===== src/rtl/fetch_queue_pkg.sv =====
// fetch_queue_pkg
//   Constants and types shared by the fetch queue, decode and hazard logic.
//   NOP_INSTR : the word presented to decode when the queue is empty
//   FQ_DEPTH  : default queue depth (power of two, >= 2)
//   fq_entry_t: one stored entry, {pcplus4, instr}
package fetch_queue_pkg;

  localparam logic [31:0] NOP_INSTR = 32'b0;
  localparam int          FQ_DEPTH  = 4;

  typedef struct packed {
    logic [31:0] pcplus4;
    logic [31:0] instr;
  } fq_entry_t;

endpackage


===== src/rtl/fetch_queue_if.sv =====
// fetch_queue_if
//   Fetch/decode side signals of the instruction queue.
//   master: fetch + decode side (drives enqF, instrF, pcplus4F, flushD, stallD)
//   slave : the queue (drives instrD, pcplus4D, validD, full, count, ovf)
interface fetch_queue_if #(
  parameter int DEPTH = fetch_queue_pkg::FQ_DEPTH
) ();
  localparam int PTRW = $clog2(DEPTH);

  logic            enqF;
  logic [31:0]     instrF;
  logic [31:0]     pcplus4F;
  logic            flushD;
  logic            stallD;
  logic [31:0]     instrD;
  logic [31:0]     pcplus4D;
  logic            validD;
  logic            full;
  logic [PTRW:0]   count;
  logic            ovf;

  modport master (
    output enqF, instrF, pcplus4F, flushD, stallD,
    input  instrD, pcplus4D, validD, full, count, ovf
  );

  modport slave (
    input  enqF, instrF, pcplus4F, flushD, stallD,
    output instrD, pcplus4D, validD, full, count, ovf
  );
endinterface


===== src/rtl/fetch_queue.sv =====
// fetch_queue
//   Instruction queue between fetch and decode; replaces the IF/ID register.
//   Circular buffer of DEPTH {pcplus4, instr} entries. Redirects flush it.
//   Ports:
//     clk   - pipeline clock, rising edge
//     reset - asynchronous, active-low; clears pointers, count and ovf
//     q     - fetch_queue_if.slave (enqF/instrF/pcplus4F/flushD/stallD in,
//             instrD/pcplus4D/validD/full/count/ovf out)
module fetch_queue
  import fetch_queue_pkg::*;
#(
  parameter int DEPTH = FQ_DEPTH
) (
  input  logic          clk,
  input  logic          reset,
  fetch_queue_if.slave  q
);
  localparam int              PTRW    = $clog2(DEPTH);
  localparam int              CNTW    = PTRW + 1;
  localparam logic [PTRW-1:0] PTR_ONE = PTRW'(1);
  localparam logic [CNTW-1:0] CNT_ONE = CNTW'(1);
  localparam logic [CNTW-1:0] CNT_MAX = CNTW'(DEPTH);

  fq_entry_t       r_mem [DEPTH];
  logic [PTRW-1:0] r_wp;
  logic [PTRW-1:0] r_rp;
  logic [CNTW-1:0] r_cnt;
  logic            r_ovf;

  logic            w_full;
  logic            w_valid;
  logic            w_enq;
  logic            w_deq;
  fq_entry_t       w_head;

  assign w_full  = (r_cnt == CNT_MAX);
  assign w_valid = (r_cnt != '0);
  // A full queue refuses the write even if the head leaves this same cycle.
  assign w_enq   = q.enqF & ~w_full & ~q.flushD;
  assign w_deq   = w_valid & ~q.stallD & ~q.flushD;
  assign w_head  = r_mem[r_rp];

  // Storage needs no reset; validity is tracked by r_cnt alone.
  always_ff @(posedge clk) begin
    if (w_enq) begin
      r_mem[r_wp] <= '{pcplus4: q.pcplus4F, instr: q.instrF};
    end
  end

  always_ff @(posedge clk or negedge reset) begin
    if (!reset) begin
      r_wp  <= '0;
      r_rp  <= '0;
      r_cnt <= '0;
    end else if (q.flushD) begin
      r_wp  <= '0;
      r_rp  <= '0;
      r_cnt <= '0;
    end else begin
      if (w_enq) r_wp <= r_wp + PTR_ONE;
      if (w_deq) r_rp <= r_rp + PTR_ONE;
      case ({w_enq, w_deq})
        2'b10:   r_cnt <= r_cnt + CNT_ONE;
        2'b01:   r_cnt <= r_cnt - CNT_ONE;
        default: r_cnt <= r_cnt;
      endcase
    end
  end

  // Sticky overflow: fetch ignored the full stall.
  always_ff @(posedge clk or negedge reset) begin
    if (!reset) begin
      r_ovf <= 1'b0;
    end else if (q.enqF && w_full) begin
      r_ovf <= 1'b1;
    end
  end

  // Empty queue shows a nop; reset clears r_cnt asynchronously so the
  // outputs drop without waiting for a clock.
  assign q.instrD   = w_valid ? w_head.instr   : NOP_INSTR;
  assign q.pcplus4D = w_valid ? w_head.pcplus4 : 32'b0;
  assign q.validD   = w_valid;
  assign q.full     = w_full;
  assign q.count    = r_cnt;
  assign q.ovf      = r_ovf;

endmodule


===== src/flat_wrapper.sv =====
// flat-port wrapper written by rule: the top's interface ports become plain ports
module fetch_queue_flat import fetch_queue_pkg::*;
#(
  parameter int DEPTH = FQ_DEPTH
)
  (clk, reset, q_enqF, q_instrF, q_pcplus4F, q_flushD, q_stallD, q_instrD, q_pcplus4D, q_validD, q_full, q_count, q_ovf);
  fetch_queue_if #(.DEPTH(DEPTH)) q_i ();
  input  logic clk;
  input  logic reset;
  input wire logic [$bits(q_i.enqF)-1:0] q_enqF;
  input wire logic [$bits(q_i.instrF)-1:0] q_instrF;
  input wire logic [$bits(q_i.pcplus4F)-1:0] q_pcplus4F;
  input wire logic [$bits(q_i.flushD)-1:0] q_flushD;
  input wire logic [$bits(q_i.stallD)-1:0] q_stallD;
  output wire logic [$bits(q_i.instrD)-1:0] q_instrD;
  output wire logic [$bits(q_i.pcplus4D)-1:0] q_pcplus4D;
  output wire logic [$bits(q_i.validD)-1:0] q_validD;
  output wire logic [$bits(q_i.full)-1:0] q_full;
  output wire logic [$bits(q_i.count)-1:0] q_count;
  output wire logic [$bits(q_i.ovf)-1:0] q_ovf;
  assign q_i.enqF = q_enqF;
  assign q_i.instrF = q_instrF;
  assign q_i.pcplus4F = q_pcplus4F;
  assign q_i.flushD = q_flushD;
  assign q_i.stallD = q_stallD;
  assign q_instrD = q_i.instrD;
  assign q_pcplus4D = q_i.pcplus4D;
  assign q_validD = q_i.validD;
  assign q_full = q_i.full;
  assign q_count = q_i.count;
  assign q_ovf = q_i.ovf;
  fetch_queue #(.DEPTH(DEPTH)) u_core (.clk(clk), .reset(reset), .q(q_i));
endmodule

===== config.mk =====
export PLATFORM = sky130hd
export DESIGN_NAME = fetch_queue_flat
export DESIGN_NICKNAME = d
export VERILOG_FILES = /design/src/rtl/fetch_queue_pkg.sv /design/src/rtl/fetch_queue_if.sv /design/src/rtl/fetch_queue.sv /design/src/flat_wrapper.sv
export SDC_FILE = /design/constraint.sdc
export NUM_CORES = 1
export LEC_CHECK = 0
export BUFFER_PORTS_ARGS = -buffer_cell sky130_fd_sc_hd__buf_2
export CORE_UTILIZATION = 30
export DETAILED_ROUTE_END_ITERATION = 7
export SETUP_SLACK_MARGIN = 0.4
export SLEW_MARGIN = 20
export SYNTH_ARGS = -nofsm -noshare
export SYNTH_HDL_FRONTEND = slang
export SYNTH_SLANG_ARGS = --single-unit

===== constraint.sdc =====
create_clock -name clk -period 10.28 [get_ports clk]
set_clock_uncertainty 0.1 [all_clocks]
set_input_delay 2.056 -clock clk [delete_from_list [all_inputs] [get_ports clk]]
set_output_delay 2.056 -clock clk [all_outputs]
set_load 0.02 [all_outputs]

==> metrics.txt <==
die footprint 0.0352 mm^2; Leakage roughly 4.2 nW; Die X roughly 190 um; Synth cell types 37; asr flop ratio synth 3.03%; area delta synth->final 20.8%; gpl congestion around 0.7; number of synthesized flops with an enable pin 256; DP HPWL ~12 mm; #FFs+latches synth 264; # clock sinks between 200 and 300; worst-margin pin slew roughly 1.1 ns; Die Y 188 um; WS Path Type flop to output port; status complete, no violations; Fin. Hold Viols 0; filler cell count in the final layout 3,134; Hold Worst Slack ~0.37 ns; worst-path fanout max 39; Max Cap Violations 0; Critical Path RT 8.12 ns; Ports approximately 140; Worst-path clk slew around 0.060 ns; type of destination of the critical path output port; CP arrival roughly 3 ns; routed wire length roughly 20 mm; pre-CTS setup slack ~5.5 ns; DRT iter0 DRCs between 200 and 250; Tot Pwr around 2.7 mW; FP Rows 67; Slew Limit Fails 0; Finished Core Util a little under two fifths; register area share after synthesis 76.3%; syn avg cell area 21.6 um^2; placed cell count roughly 1,000; Main synth FF type edfxtp_1; CTS tree done; Min-Delay Path Class flop to flop; fin cells approximately 1,100; Synth Instances approximately 480; unrepaired setup endpoints after global routing false; Via Count slightly below 5,000; Synth Warn # 0; vias in the first global route about 5,300; vias per std cell 4.51; core area 0.0337 mm^2; FF+latch area around 0.0079 mm^2; Final Cell Area about 0.012 mm^2; crit path launch type flop; largest net degree at the start of global routing between 60 and 70; initial antenna violation count 0; WL/cell 18.2 um; DRC Markers 0; Peak Freq about 190 MHz; hold buffers post-CTS 0; n_diodes 0; number of buffers added on ports roughly 140; synthesized area around 0.010 mm^2; setup slack after layout roughly 5.1 ns; Worst VDD drop about 0.13 mV; Multi-input gate area 0.00225 mm^2; Tot GR Track Use between 10% and 20%; DRT antenna net count 0; endpoints failing setup 0; Post-DP Area between 0.01 and 0.015 mm^2; Post-CTS Setup Bufs 0; CTS Buf Count 28; H-tree depth 1; nets@finish 704; Pre-Repair DR Iteration Count 4; CTS Buffer Depth 3; minimum clock period 5.22 ns; Worst slew margin 29.4%; pwr/cell area approximately 220 mW/mm^2; worst-skew pair later-pin latency 0.53 ns; layout cell share with drive strength beyond 1 approximately 40%; final worst path period share around half; setup tns final 0 ns; first-pass GRT wire length about 30 mm; root buffer cell clkbuf_16; Starting Density 30.7%; grt total ovfl 0; Synth Net Count between 500 and 600; CTS resizes 0
registers in the layout, indices dropped and copies added, names as in the netlist:
| signal | count |
|---|---|
| u_core.q.count | 3 |
| u_core.q.ovf | 1 |
| u_core.r_mem | 256 |
| u_core.r_rp | 2 |
| u_core.r_wp | 2 |
per-layer routing:
layer	up-vias	track usage (%)	part of all wire, %
li1	2244	-	-
met1	2584	15.0	44
met2	109	19.0	49
met3	23	2.51	5.1
met4	0	2.88	1.4
met5	-	0	0
cell families after synthesis:
| group | after synthesis | synth area share, % |
|---|---|---|
| flops | 264 | 76.3 |
| simple gates | 91 | 5.52 |
| mux | 64 | 14.0 |
| buf+inv | 33 | 2.11 |
| compound gates | 20 | 1.24 |
| fa+ha+maj | 5 | 0.678 |
| xor+xnor | 2 | 0.170 |
layout make-up:
type | count | area share (%)
Sequential cell | 264 | 63.2
Multi-Input combinational cell | 182 | 18.0
Timing Repair Buffer | 148 | 6.13
Clock buffer | 33 | 5.93
Tap cell | 448 | 4.49
Clock inverter | 19 | 2.03
Inverter | 6 | 0.180
placed cells by master (no fill, tap or decap), types with 3 or more instances in the layout:
cell type  netlist  routed
inv_1            6       5
nand3_1          4       4
clkbuf_16        0      29
clkinv_1         0       3
a21oi_1          6       6
bufinv_16        0       6
nor3b_2          0       4
clkbuf_1        12       4
dfrtp_1          8       6
nand2_1          3       3
ha_1             4       4
clkinv_2         0       6
edfxtp_1       256     256
mux4_2          64      64
o21ai_0          5       5
buf_4            1      10
and2_1          66      66
buf_2            8     138
where the power goes:
part           leakage (nW)  switching, mW  internal (mW)
logic                  1.33          0.221          0.161
clock network         0.484          0.403          0.665
registers              2.43         0.0303           1.22
total                  4.24          0.655           2.05
synth_stat cells (3+ instances only):
cell	n	area, um^2
nor3b_1	4	30.0
buf_2	8	40.0
mux4_2	64	1440
nand2_1	3	11.3
inv_1	6	22.5
a21oi_1	6	30.0
edfxtp_1	256	7690
clkbuf_1	12	45.0
ha_1	4	50.1
buf_12	4	80.1
nand3_1	4	20.0
and2_1	66	413
dfrtp_1	8	200
o21ai_0	5	25.0
critical path: stages, from the launching register on:
cell	delay, ns
dfrtp_4	0.80
buf_4	0.73
mux4_2	0.60
and2_1	0.18
buf_2	0.16
final timing paths:
path / end / cells past startpoint / startpoint / slack (ns)
max: q_instrD[13] / 4 / u_core.r_rp[0] / 5.06
min: u_core.q.ovf / 1 / u_core.q.ovf / 0.37
max reg2reg: u_core.q.count[1] / 7 / u_core.q.count[0] / 7.95
min reg2reg: u_core.q.ovf / 1 / u_core.q.ovf / 0.37
max in group asynchronous: u_core.r_rp[1] / 1 / reset / 8.61
min in group asynchronous: u_core.q.count[0] / 1 / reset / 1.26
Power figures use the tool's default switching activity.
